## src/rtl/wb_primary_split.sv

```systemverilog
// rtl/wb_primary_split.sv - Wishbone primary for core load/store requests, splits 64-bit accesses on a 32-bit bus.
module wb_primary_split #(
    parameter int DATA_SIZE      = 64,
    parameter int ADDR_SIZE      = 64,
    parameter int TIMEOUT_CYCLES = 256
) (
    input  logic                 clock,
    input  logic                 reset,
    input  logic                 req_valid,
    output logic                 req_ready,
    input  logic                 req_we,
    input  logic                 req_wide,
    input  logic [ADDR_SIZE-1:0] req_addr,
    input  logic [63:0]          req_wdata,
    output logic                 rsp_valid,
    output logic [63:0]          rsp_rdata,
    output logic                 rsp_err,
    output logic                 wb_cyc,
    output logic                 wb_stb,
    output logic                 wb_we,
    output logic [ADDR_SIZE-1:0] wb_addr,
    output logic [DATA_SIZE-1:0] wb_dat_o,
    input  logic [DATA_SIZE-1:0] wb_dat_i,
    input  logic                 wb_ack
);

    localparam int WDW = $clog2(TIMEOUT_CYCLES);
    localparam logic [WDW-1:0] WD_LAST = WDW'(TIMEOUT_CYCLES - 1);

    typedef enum logic [1:0] {IDLE, BEAT0, BEAT1, RESP} state_t;

    state_t         state, state_next;
    logic           two_beats;
    logic           we_q;
    logic [31:0]    wdata_hi;
    logic [WDW-1:0] wd;
    logic           in_beat;
    logic           accept;
    logic           wd_last;

    assign in_beat = (state == BEAT0) || (state == BEAT1);
    assign accept  = (state == IDLE) && req_valid && req_ready;
    assign wd_last = (wd == WD_LAST);

    // Bus strobes decode straight from state so an async reset drops them at once.
    assign wb_cyc    = in_beat;
    assign wb_stb    = in_beat;
    assign wb_we     = in_beat && we_q;
    assign rsp_valid = (state == RESP);

    always_comb begin
        state_next = state;
        case (state)
            IDLE:  if (accept) state_next = BEAT0;
            BEAT0: begin
                if (wb_ack)       state_next = two_beats ? BEAT1 : RESP;
                else if (wd_last) state_next = RESP;
            end
            BEAT1: if (wb_ack || wd_last) state_next = RESP;
            RESP:  state_next = IDLE;
            default: state_next = IDLE;
        endcase
    end

    always_ff @(posedge clock or posedge reset) begin
        if (reset) begin
            state     <= IDLE;
            req_ready <= 1'b0;
            rsp_rdata <= '0;
            rsp_err   <= 1'b0;
            wb_addr   <= '0;
            wb_dat_o  <= '0;
            two_beats <= 1'b0;
            we_q      <= 1'b0;
            wdata_hi  <= '0;
            wd        <= '0;
        end else begin
            state     <= state_next;
            req_ready <= (state_next == IDLE);

            if (state_next != state) wd <= '0;
            else if (in_beat)        wd <= wd + WDW'(1);

            case (state)
                IDLE: begin
                    if (accept) begin
                        we_q      <= req_we;
                        two_beats <= req_wide && (DATA_SIZE == 32);
                        wb_addr   <= req_addr;
                        wb_dat_o  <= req_wdata[DATA_SIZE-1:0];
                        wdata_hi  <= req_wdata[63:32];
                        rsp_rdata <= '0;
                        rsp_err   <= 1'b0;
                    end
                end
                BEAT0: begin
                    if (wb_ack) begin
                        if (!we_q) rsp_rdata[DATA_SIZE-1:0] <= wb_dat_i;
                        if (two_beats) begin
                            wb_addr  <= wb_addr + ADDR_SIZE'(4);
                            wb_dat_o <= DATA_SIZE'(wdata_hi);
                        end
                    end else if (wd_last) begin
                        rsp_err   <= 1'b1;
                        rsp_rdata <= '0;
                    end
                end
                BEAT1: begin
                    if (wb_ack) begin
                        if (!we_q) rsp_rdata[63:32] <= wb_dat_i[31:0];
                    end else if (wd_last) begin
                        // Drop the low word already captured so a failed access reads as zero.
                        rsp_err   <= 1'b1;
                        rsp_rdata <= '0;
                    end
                end
                default: ;
            endcase
        end
    end

endmodule

```

## config.mk

```make
export PLATFORM = sky130hd
export DESIGN_NAME = wb_primary_split
export DESIGN_NICKNAME = d
export VERILOG_FILES = /design/src/rtl/wb_primary_split.sv
export SDC_FILE = /design/constraint.sdc
export NUM_CORES = 1
export LEC_CHECK = 0
export CAP_MARGIN = 15
export CORE_AREA = 2 2 156 158
export CTS_BUF_LIST = sky130_fd_sc_hd__clkbuf_8
export CTS_CLUSTER_SIZE = 16
export DETAILED_ROUTE_END_ITERATION = 7
export DIE_AREA = 0 0 158 160
export MAX_ROUTING_LAYER = met4
export PLACE_DENSITY_LB_ADDON = 0.08
export SKIP_LAST_GASP = 1
export SLEW_MARGIN = 20
export SYNTH_ARGS = -nofsm -noshare
export SYNTH_HDL_FRONTEND = slang
export SYNTH_SLANG_ARGS = --single-unit
```

## constraint.sdc

```tcl
create_clock -name clock -period 18.5 [get_ports clock]
set_clock_uncertainty 0.15 [all_clocks]
set_input_delay 3.7 -clock clock [delete_from_list [all_inputs] [get_ports clock]]
set_output_delay 3.7 -clock clock [all_outputs]
set_load 0.02 [all_outputs]
```

==> impl_metrics.json, run 1 <==
{
  "outcome": "finished, final reports clean",
  "p_sw_frac": 0.3863,
  "synth_ff_type": "dfrtp_1",
  "grt_pass1_vias": 7020,
  "p_total_w": 0.002770,
  "end_kind": "output pin",
  "path_class": "reg -> out",
  "synth_cell_types": 45,
  "cts_tree": "yes",
  "antenna_found_initial": 2,
  "worst-path-max-fanout": 43,
  "cts_buffers": 37,
  "fillers": 2064,
  "slowest_stage": "clkdlybuf4s50_1",
  "vias_per_cell": 4.941,
  "critical_path_arrival_ps": 2790,
  "first_iter_violations": 252,
  "p_switching_w": 0.001070,
  "synth_edf_count": 0,
  "dp_hpwl_um": 19510,
  "worstMarginPinSlew_ps": 1047,
  "wirelength_um": 28280,
  "maxSlewHeadroom": 0.3019,
  "rsz0062_at_grt": "no",
  "start_util": 0.3841,
  "io_pins": 396,
  "ys_warn_count": 0,
  "ctsResizeCount": 0,
  "path_buf_inv": 3,
  "vdd_drop_max_uv": 104.9,
  "synth_top_area_share": 0.5606,
  "synthesis.area_um2": 9150,
  "ys_seq_area_frac": 0.5606,
  "hold_buffers": 0,
  "avgSynthCellArea_um2": 14.43,
  "fmax_ghz": 0.1506,
  "ys_seq_elements": 205,
  "start_kind": "flip-flop",
  "seq_area_um2": 5130,
  "syn_nets": 840,
  "slew_violations": 0,
  "internal_power_w": 0.001700,
  "fp.dieArea_um2": 25280,
  "first_pass_iters": 4,
  "final_hold_viol_count": 0,
  "power_frac_comb": 0.569,
  "hold_path_class": "reg -> reg",
  "grt_max_degree": 136,
  "row_count": 57,
  "die_h_um": 160,
  "vias": 6813,
  "postCtsSetupBuffers": 0,
  "gp_congestion": 0.7555,
  "synth_area_leader_cell": "dfrtp_1",
  "drv_cap": 0,
  "max-clock-path-buffers": 3,
  "cts_root_buf": "clkbuf_8",
  "ant_nets": 0,
  "cp_top_family": "buffers and inverters",
  "power.density_nw_per_um2": 197.7,
  "period_needed_ps": 6641,
  "numPortBuffers": 394,
  "setup_tns_ps": 0,
  "crit_chain": "inv_1, ha_1, buf_4, and2_1, clkdlybuf4s50_1",
  "syn_to_final_growth_pct": 53.12,
  "clock_latency_ps": 510,
  "nNetsFinal": 1234,
  "die_w_um": 158,
  "core_um2": 23820,
  "drive_gt1_frac": 0.1892,
  "multiInputGateArea_um2": 3715,
  "pwr-share-clk": 0.151,
  "gr-total-overflow": 0,
  "seqPwrFrac": 0.280,
  "crit_path_max_incr_delay_ps": 600,
  "grtUsageTotal": 0.2235,
  "cp.required_ps": 14650,
  "setup-violations-final": 0,
  "wire_per_inst_um": 20.51,
  "syn_inst": 634,
  "clkTransAtPathRegs_ps": 60,
  "fin_crit_sh": 0.3590,
  "drc": 0,
  "p_leak_nw": 6.210,
  "grt_pass1_wl_um": 42010,
  "ys_top_cells_by_area": "dfrtp_1 56%, mux2_4 20%, a22o_1 6.1%",
  "async_reset_ff_frac": 1.000,
  "cts.sinks": 205,
  "cts_max_level": 2
}
-- registers in the layout, indices dropped and copies added, names as in the netlist --
name       flops
req_ready      1
rsp_err        1
rsp_rdata     64
state          2
wb_addr       64
wb_dat_o      64
wd             8
we_q           1
-- routing by layer --
| layer | part of all wire | vias to the layer above | global-route usage |
|---|---|---|---|
| met5 | 0 | - | - |
| met4 | 0.019 | 0 | 0.05897 |
| met3 | 0.089 | 39 | 0.07381 |
| met2 | 0.48 | 307 | 0.3484 |
| met1 | 0.41 | 3316 | 0.2803 |
| li1 | - | 3151 | - |
-- cells in the final DEF, fill, tap and decap left out, drive strengths merged, types with 2 or more instances in the layout --
cell / synthesis / final
inv: 5 / 23
bufinv: 0 / 2
a211oi: 2 / 2
and4: 2 / 2
nand4: 4 / 4
and2: 2 / 2
a22o: 64 / 64
mux2: 129 / 129
diode: 0 / 3
nand3: 4 / 4
clkbuf: 14 / 42
nor2: 9 / 9
xnor2: 3 / 3
nand2: 5 / 5
o21ai: 69 / 69
and3: 2 / 2
nand2b: 4 / 4
dfrtp: 205 / 205
a21oi: 7 / 7
nor3: 11 / 11
o2bb2ai: 32 / 32
buf: 34 / 9
nor2b: 2 / 2
ha: 8 / 8
xor2: 3 / 3
clkdlybuf4s50: 0 / 394
-- stage by stage --
stage	cells	hold WS (ps)	setup WS [ps]	cell area, um^2	utilization
final	1379	336.0	11860	14010	0.5882
after global placement	1313	321.8	11770	13290	0.5578
after global routing	1378	352.0	11660	14010	0.5881
after detailed placement	1313	324.1	11750	13290	0.5578
after floorplan	634	386.6	9054	9150	-
after CTS	1376	339.3	11810	14000	0.5879
-- logic make-up after synthesis --
group	synth area share
AND/OR/NAND/NOR	0.02749
multiplexers	0.2091
buffers and inverters	0.03692
AO/OA/AOI/OAI	0.1492
flip-flops	0.5606
XOR/XNOR	0.005744
adder cells (fa/ha/maj)	0.01094
-- cell usage after synthesis (all sizes together), types with 2 or more instances --
library cell	count
xor2	3
clkbuf	14
nand3	4
inv	5
and3	2
a211oi	2
and2	2
buf	34
dfrtp	205
o21ai	69
o2bb2ai	32
nand2	5
nand2b	4
nor2	9
mux2	129
a22o	64
nor2b	2
ha	8
and4	2
a21oi	7
nand4	4
nor3	11
xnor2	3
-- worst paths after layout --
kind / endpoint / slack (ps) / cells past startpoint / start
worst max-delay path: wb_we / 11860 / 5 / state[0]
worst min-delay path: rsp_rdata[62] / 340 / 1 / rsp_rdata[62]
worst max register to register: wb_dat_o[34] / 14660 / 5 / state[1]
worst min register to register: rsp_rdata[62] / 340 / 1 / rsp_rdata[62]
max in group asynchronous: wb_addr[10] / 13080 / 3 / reset
min in group asynchronous: wb_addr[18] / 3630 / 2 / reset
-- power by group through the flow --
stage          clock (W)  sequential, W  combinational [W]
2_1_floorplan          0       0.000999           0.000763
3_3_place_gp           0       0.000775            0.00158
3_5_place_dp           0       0.000771            0.00159
4_1_cts         0.000434       0.000777            0.00159
5_1_grt         0.000454       0.000801            0.00167
6_report        0.000419       0.000775            0.00157
-- worst register-to-register path, delay by kind of cell, from the launching register on --
family                   cells  cell delay (ps)
multiplexers                 1              460
flip-flops                   1              490
adder cells (fa/ha/maj)      1              850
buffers and inverters        2             1100
AO/OA/AOI/OAI                1              670
-- area by class of cell --
cell class / count / area share
diodes: 3 / 0.0005358
clock buffers: 42 / 0.04126
clock inverters: 21 / 0.009823
inverters: 5 / 0.001875
multi-input cells: 376 / 0.2651
flip-flops and latches: 205 / 0.3661
well taps: 324 / 0.02893
repair buffers: 403 / 0.2863
No activity file was read; power rests on OpenSTA's default activity.
==> inputs of run 2 (changes only) <==
CORE_AREA = unset   (was 2 2 156 158)
CORE_UTILIZATION = 40   (was unset)
DIE_AREA = unset   (was 0 0 158 160)
clock period = 6.1 ns   (was 18.5 ns; I/O delays follow)
==> run 2 against run 1 <==
Compared with the run above:
- non-clock buffer count rose by 1
- largest power group unchanged
- via count up 0.85%
- cell count fell by 2.8%
- sequential power grew to 3.0 times the previous value
- power grew to 3.1 times the previous value
- die area down 7.1%
- flip-flop and latch count is the same
- cell area increased by 0.43%
- highest routed layer unchanged
- first-iteration DRC count grew 43%
- largest cell class unchanged
- register-to-register slack worse by 12000 ps
- utilization up 4.9 points
- combinational power grew to 3.1 times the previous value
- critical endpoint unchanged
==> impl_metrics.json, run 2 (synthesized netlist as in run 1, its figures left out) <==
{
  "outcome": "finished, final reports clean",
  "use_met3": 0.07627,
  "slew_violations": 0,
  "end_kind": "output pin",
  "vdd_drop_max_uv": 327.1,
  "max-clock-path-buffers": 3,
  "seq_area_um2": 5130,
  "wirelength_um": 27940,
  "setup_tns_ps": 0,
  "first_pass_iters": 4,
  "layoutNonFillerInstCount": 1340,
  "p_total_w": 0.008498,
  "fillers": 1773,
  "path_buf_inv": 3,
  "cts_tree": "yes",
  "hold_buffers": 0,
  "worst-path-max-fanout": 45,
  "start_kind": "flip-flop",
  "first_iter_violations": 361,
  "cts_root_buf": "clkbuf_8",
  "drv_cap": 0,
  "cp_top_family": "buffers and inverters",
  "cts_max_level": 2,
  "fin_crit_sh": 0.6784,
  "drive_gt1_frac": 0.2006,
  "r2r_end": "wb_dat_o[33]",
  "p_sw_frac": 0.3862,
  "top_usage_layer": "met2",
  "dp_hpwl_um": 19150,
  "cts_buffers": 37,
  "grt_pass1_wl_um": 43360,
  "fmax_ghz": 0.2417,
  "r2r_cells": 5,
  "global_route.usage.met2": 0.3927,
  "groute.layer.met1.usage": 0.2993,
  "ctsResizeCount": 0,
  "crit_path_end": "wb_we",
  "start_util": 0.4141,
  "drc": 0,
  "die_h_um": 153.2,
  "pwr-share-clk": 0.158,
  "critical_path_arrival_ps": 2770,
  "p_leak_nw": 6.241,
  "gp_congestion": 0.8230,
  "crit_path_start": "state[0]",
  "vias_per_cell": 5.128,
  "power_frac_comb": 0.565,
  "rsz0062_at_grt": "no",
  "power.density_nw_per_um2": 604.0,
  "vias": 6871,
  "ant_nets": 0,
  "path_depth": 5,
  "mostFrequentLayoutCell": "clkdlybuf4s50_1",
  "maxSlewHeadroom": 0.3513,
  "place_inst": 1270,
  "multiInputGateArea_um2": 3712,
  "setup-violations-final": 0,
  "crit_path_max_incr_delay_ps": 610,
  "rrSetupSlack_ps": 2450,
  "final_hold_viol_count": 0,
  "slowest_stage": "clkdlybuf4s50_1",
  "grt_pass1_vias": 7322,
  "layout_common_cells": "394 x clkdlybuf4s50_1, 205 x dfrtp_1, 120 x mux2_4",
  "clock_latency_ps": 520,
  "row_count": 54,
  "cts.sinks": 205,
  "antenna_found_initial": 3,
  "hold_path_class": "reg -> reg",
  "die_w_um": 153.2,
  "clkTransAtPathRegs_ps": 60,
  "path_class": "reg -> out",
  "seqPwrFrac": 0.277,
  "crit_chain": "inv_1, ha_1, buf_4, and2_1, clkdlybuf4s50_1",
  "io_pins": 396,
  "postCtsSetupBuffers": 0,
  "wire_per_inst_um": 20.85,
  "numPortBuffers": 394,
  "gr-total-overflow": 0,
  "worstMarginPinSlew_ps": 973.1,
  "syn_to_final_growth_pct": 53.78,
  "nNetsFinal": 1235,
  "reg.largest.list": "rsp_rdata x64, wb_addr x64, wb_dat_o x64",
  "grtUsageTotal": 0.2464,
  "fp.dieArea_um2": 23480,
  "internal_power_w": 0.005217,
  "r2r_start": "state[1]",
  "core_um2": 22090,
  "grt_max_degree": 115,
  "p_switching_w": 0.003282,
  "period_needed_ps": 4138,
  "cp.required_ps": 4730,
  "hold_depth": 1
}
-- run 2: cell count changes in the layout (fill, tap and decap cells not counted) --
| cell | change |
|---|---|
| buf_12 | +3 |
| bufinv_16 | -2 |
| clkinv_2 | +4 |
| ha_1 | +1 |
| clkbuf_8 | +11 |
| buf_4 | -2 |
| inv_8 | -1 |
| inv_1 | -9 |
| inv_6 | -1 |
| clkinvlp_4 | +2 |
| ha_2 | -1 |
-- run 2: how the worst min path moves through the flow --
stage | startpoint | to | slack, ps
detailed placement | rsp_rdata[55] | rsp_rdata[55] | 320
CTS | rsp_rdata[38] | rsp_rdata[38] | 340
floorplan | we_q | we_q | 390
finish | rsp_rdata[38] | rsp_rdata[38] | 340
global placement | rsp_rdata[62] | rsp_rdata[62] | 320
global route | rsp_rdata[28] | rsp_rdata[28] | 350
-- run 2: routing by layer --
layer	vias to the layer above	share of wire
met4	0	0.023
li1	3153	-
met1	3382	0.42
met2	295	0.48
met3	41	0.081
met5	-	0
-- run 2: final cells by class --
class                   count  share of cell area
multi-input cells         376              0.2638
clock inverters            14            0.004446
flip-flops and latches    205              0.3646
diodes                      3           0.0005335
clock buffers              53             0.05184
well taps                 280             0.02490
repair buffers            404              0.2883
inverters                   5            0.001601
-- run 2: through the flow --
stage | setup slack (ps) | hold slack (ps) | cell area (um^2) | utilization
after floorplan | 2072 | 386.6 | 9154 | -
after detailed placement | 2036 | 323.7 | 13270 | 0.6007
final | 1962 | 336.8 | 14070 | 0.6369
after global routing | 1792 | 354.5 | 14070 | 0.6369
after CTS | 1919 | 342.0 | 14060 | 0.6365
after global placement | 2071 | 322.0 | 13270 | 0.6007
-- run 2: worst reg2reg max path, delay by kind of cell, from the launching register on --
kind,cells,cell delay (ps)
muxes,1,530
DFF,1,500
AOI/OAI and AO/OA,1,820
buffers and inverters,2,710
adders and majority gates,1,830
-- run 2: power by group through the flow --
| stage | clock (W) | combinational [W] | sequential, W |
|---|---|---|---|
| after floorplan | 0 | 0.00231 | 0.00303 |
| after global placement | 0 | 0.00479 | 0.00235 |
| after detailed placement | 0 | 0.00484 | 0.00233 |
| after CTS | 0.00139 | 0.00485 | 0.00235 |
| after global routing | 0.00145 | 0.00509 | 0.00243 |
| final | 0.00134 | 0.00480 | 0.00235 |
==> variant 1, RTL diff (flow settings as in run 2) <==
Make the reset (`reset`) synchronous in one clocked block. Comments in the files are not updated.
--- a/src/rtl/wb_primary_split.sv
+++ b/src/rtl/wb_primary_split.sv
@@ -64,3 +64,3 @@
 
-    always_ff @(posedge clock or posedge reset) begin
+    always_ff @(posedge clock) begin
         if (reset) begin
Behaviour: differs if reset is asserted again (counterexample within 4 cycles, from zero or initial values and one cycle with reset high); with reset held inactive, the same outputs for 4 cycles.
==> variant 1 against run 2 <==
Design area is 11% lower; wire length decreased by 3.1%; via count is 15% higher; combinational power shrank 45%; utilization grew 2.7 points; sequential cell count stayed put; worst setup slack better by 0.21 ns; total power fell by 31%; cell count is 17% higher; area after synthesis fell by 14%; critical path type unchanged.
==> variant 1: results (changes against run 2) <==
<table>
<tr><th>Metric</th><th>Value</th></tr>
<tr><th colspan="2">Critical path</th></tr>
<tr><td>CP Max Fanout</td><td>14 (-69%)</td></tr>
<tr><td>Data arrival time of the critical path</td><td>2.55 ns (-0.22 ns)</td></tr>
<tr><td>Slowest cell on the critical path</td><td>sky130_fd_sc_hd__ha_1</td></tr>
<tr><th colspan="2">Synthesis</th></tr>
<tr><td>Post-synth top cells</td><td>sky130_fd_sc_hd__nand2_1, sky130_fd_sc_hd__dfxtp_1, sky130_fd_sc_hd__a21oi_1</td></tr>
<tr><td>Fraction of registers with async set/reset</td><td>0% (-100 points)</td></tr>
<tr><td>Number of distinct standard cells referenced by the synthesized netlist</td><td>49 (+8.9%)</td></tr>
<tr><td>Synthesized-area fraction occupied by xor and xnor cells</td><td>0.7803% (+0.21 points)</td></tr>
<tr><td>Compound-cell area share of the yosys netlist</td><td>23.11% (+8.2 points)</td></tr>
<tr><td>Post-synthesis net count</td><td>1127 (+34%)</td></tr>
<tr><td>Synth area leaders</td><td>sky130_fd_sc_hd__dfxtp_1, sky130_fd_sc_hd__nand2_1, sky130_fd_sc_hd__a21oi_1</td></tr>
<tr><td>Fraction of synthesized area in multiplexers</td><td>0.2548% (-21 points)</td></tr>
<tr><td>Synthesized-area fraction occupied by adder cells</td><td>1.274% (+0.18 points)</td></tr>
<tr><th colspan="2">Route</th></tr>
<tr><td>Routed wirelength normalized by instance count</td><td>17.28 microns (-17%)</td></tr>
<tr><td>Met1 Routed Length</td><td>11050 microns (-5.0%)</td></tr>
<tr><td>Overall via count from detail_route</td><td>7869 (+15%)</td></tr>
<tr><td>Met2 Wirelength</td><td>12780 microns (-4.6%)</td></tr>
<tr><td>Final routed wirelength across all metal layers</td><td>27090 microns (-3.1%)</td></tr>
<tr><th colspan="2">Power and ir drop</th></tr>
<tr><td>Reported net switching power</td><td>0.002271 W (-31%)</td></tr>
<tr><td>Peak ir drop on the vdd network</td><td>0.3389 mV (+3.6%)</td></tr>
<tr><td>P per Cell Area</td><td>464.4 nW/um^2 (-23%)</td></tr>
<tr><td>Leakage</td><td>4.524 nW (-28%)</td></tr>
<tr><th colspan="2">Finish</th></tr>
<tr><td>Number of nets in the layout</td><td>1489 (+21%)</td></tr>
<tr><th colspan="2">Global route</th></tr>
<tr><td>Via count of the first global-routing pass</td><td>7468 (+2.0%)</td></tr>
<tr><td>Number of antenna violations at the first check in global routing</td><td>0 (-3)</td></tr>
<tr><td>Global-route usage over all layers</td><td>26.74% (+2.1 points)</td></tr>
<tr><td>First-pass GRT wire length</td><td>40980 microns (-5.5%)</td></tr>
<tr><td>Pin count of the biggest net entering global routing</td><td>95 (-17%)</td></tr>
<tr><td>GR Util met1</td><td>31.35% (+1.4 points)</td></tr>
<tr><th colspan="2">Placement</th></tr>
<tr><td>Total cell area at the placement stage</td><td>11840 sq um (-11%)</td></tr>
<tr><td>Post-placement worst setup slack</td><td>1.997 ns (-0.03879 ns)</td></tr>
<tr><th colspan="2">Status</th></tr>
<tr><td>Run status</td><td>completed</td></tr>
</table>
[variant 1: worst paths after layout]
path / start / to / slack, ns / cells after the start
worst max-delay path: state[0] / wb_we / 2.18 / 4
worst min-delay path: wb_dat_o[4] / wb_dat_o[4] / 0.30 / 2
worst max register to register: state[1] / wb_dat_o[35] / 2.91 / 8
worst min register to register: wb_dat_o[4] / wb_dat_o[4] / 0.30 / 2
[variant 1: area by class of cell]
cell class / instances / share of cell area (%)
clock buffer: 50 / 5.470
clock inverter: 13 / 0.4078
inverter: 6 / 0.1790
multi-input combinational: 631 / 26.93
sequential: 205 / 32.62
tap: 260 / 2.586
timing repair buffer: 402 / 31.81
[variant 1: power groups by stage]
stage | logic [W] | registers, W | clock network (W)
after CTS | 0.00265 | 0.00193 | 0.00131
after detailed placement | 0.00264 | 0.00196 | 0
after global routing | 0.00284 | 0.00198 | 0.00137
after floorplan | 0.000959 | 0.00244 | 0
after global placement | 0.00263 | 0.00194 | 0
final | 0.00263 | 0.00193 | 0.00128
==> variant 2, RTL diff (flow settings as in run 2) <==
Made on the original files. The parameter `TIMEOUT_CYCLES` goes from 256 to 128.
--- a/src/rtl/wb_primary_split.sv
+++ b/src/rtl/wb_primary_split.sv
@@ -4,3 +4,3 @@
     parameter int ADDR_SIZE      = 64,
-    parameter int TIMEOUT_CYCLES = 256
+    parameter int TIMEOUT_CYCLES = 128
 ) (
Function: no difference found for any inputs over 4 cycles, from zero or initial values and one cycle with reset high; that may be too few to reach the edited logic, so the function may still have changed.
==> variant 2 against run 2 <==
Sequential cell count is 1 lower; utilization up 0.83 points; die area down 3.7%; largest power group unchanged; worst setup slack better by 0.21 ns; wire length shrank 3.8%; critical path depth fell by 1; register-to-register slack better by 0.41 ns; largest cell class unchanged; critical path type unchanged; total power is 3.0% lower; area after synthesis decreased by 3.8%; design area shrank 2.4%; via count decreased by 2.1%.
==> variant 2: results (changes against run 2) <==
<table>
<tr><th>Metric</th><th>Value</th></tr>
<tr><th colspan="2">Power and ir drop</th></tr>
<tr><td>Peak ir drop on the vdd network</td><td>0.3285 mV (+0.43%)</td></tr>
<tr><td>Leakage</td><td>6.115 nW (-2.0%)</td></tr>
<tr><th colspan="2">Synthesis</th></tr>
<tr><td>Post-synthesis net count</td><td>831 (-1.1%)</td></tr>
<tr><td>Fraction of synthesized area in multiplexers</td><td>20.74% (-0.16 points)</td></tr>
<tr><td>Synth area leaders</td><td>sky130_fd_sc_hd__dfrtp_1, sky130_fd_sc_hd__mux2_4, sky130_fd_sc_hd__o21ai_0</td></tr>
<tr><td>Compound-cell area share of the yosys netlist</td><td>13.53% (-1.4 points)</td></tr>
<tr><td>Number of distinct standard cells referenced by the synthesized netlist</td><td>42 (-6.7%)</td></tr>
<tr><td>Synthesized-area fraction occupied by adder cells</td><td>1.137% (+0.043 points)</td></tr>
<tr><th colspan="2">Global route</th></tr>
<tr><td>Global-route usage over all layers</td><td>24.08% (-0.56 points)</td></tr>
<tr><td>First-pass GRT wire length</td><td>39760 microns (-8.3%)</td></tr>
<tr><td>Pin count of the biggest net entering global routing</td><td>153 (+33%)</td></tr>
<tr><td>GR met3 Demand/Resource</td><td>7.000% (-0.63 points)</td></tr>
<tr><td>Number of antenna violations at the first check in global routing</td><td>2 (-1)</td></tr>
<tr><td>Met2 usage</td><td>38.06% (-1.2 points)</td></tr>
<tr><th colspan="2">Critical path</th></tr>
<tr><td>Worst Reg-to-Reg Cells</td><td>6 (+1)</td></tr>
<tr><td>CP Max Fanout</td><td>13 (-71%)</td></tr>
<tr><td>RR Endpoint</td><td>wb_dat_o[35]</td></tr>
<tr><td>Data arrival time of the critical path</td><td>2.56 ns (-0.21 ns)</td></tr>
<tr><td>Crit-path max cell delay</td><td>0.65 ns (+0.04 ns)</td></tr>
<tr><th colspan="2">Route</th></tr>
<tr><td>Initial DRT Pass Iterations</td><td>6 (+2)</td></tr>
<tr><td>Final routed wirelength across all metal layers</td><td>26880 microns (-3.8%)</td></tr>
<tr><th colspan="2">Hold path</th></tr>
<tr><td>HP Start</td><td>wb_addr[6]</td></tr>
<tr><th colspan="2">Finish</th></tr>
<tr><td>Number of fill cells</td><td>1712 (-3.4%)</td></tr>
<tr><th colspan="2">Placement</th></tr>
<tr><td>Half-perimeter wire length after placement</td><td>18980 microns (-0.92%)</td></tr>
<tr><th colspan="2">Status</th></tr>
<tr><td>Run status</td><td>completed</td></tr>
<tr><th colspan="2">Timing</th></tr>
<tr><td>Hold_ws</td><td>0.3397 ns (+0.002849 ns)</td></tr>
</table>
## variant 2: metrics by stage
| step | area, sq um | utilization [%] | cells | setup slack, ns |
|---|---|---|---|---|
| global route | 13730 | 64.49 | 1329 | 2.011 |
| floorplan | 8810 | - | 625 | 2.086 |
| finish | 13730 | 64.52 | 1331 | 2.168 |
| global placement | 12960 | 60.88 | 1260 | 2.104 |
| detailed placement | 12960 | 60.88 | 1260 | 2.083 |
| CTS | 13720 | 64.47 | 1327 | 2.126 |
## variant 2: where the power goes
part | switching [W] | internal [W] | leakage, nW
logic | 0.00222 | 0.00238 | 3.18
registers | 0.000350 | 0.00198 | 2.50
clock network | 0.000572 | 0.000732 | 0.435
## variant 2: final cells by class
type / instances / area share (%)
antenna: 4 / 0.07289
timing repair buffer: 409 / 29.72
sequential: 204 / 37.17
tap: 275 / 2.505
inverter: 5 / 0.1640
clock buffer: 50 / 5.011
clock inverter: 17 / 0.5558
multi-input combinational: 367 / 24.80
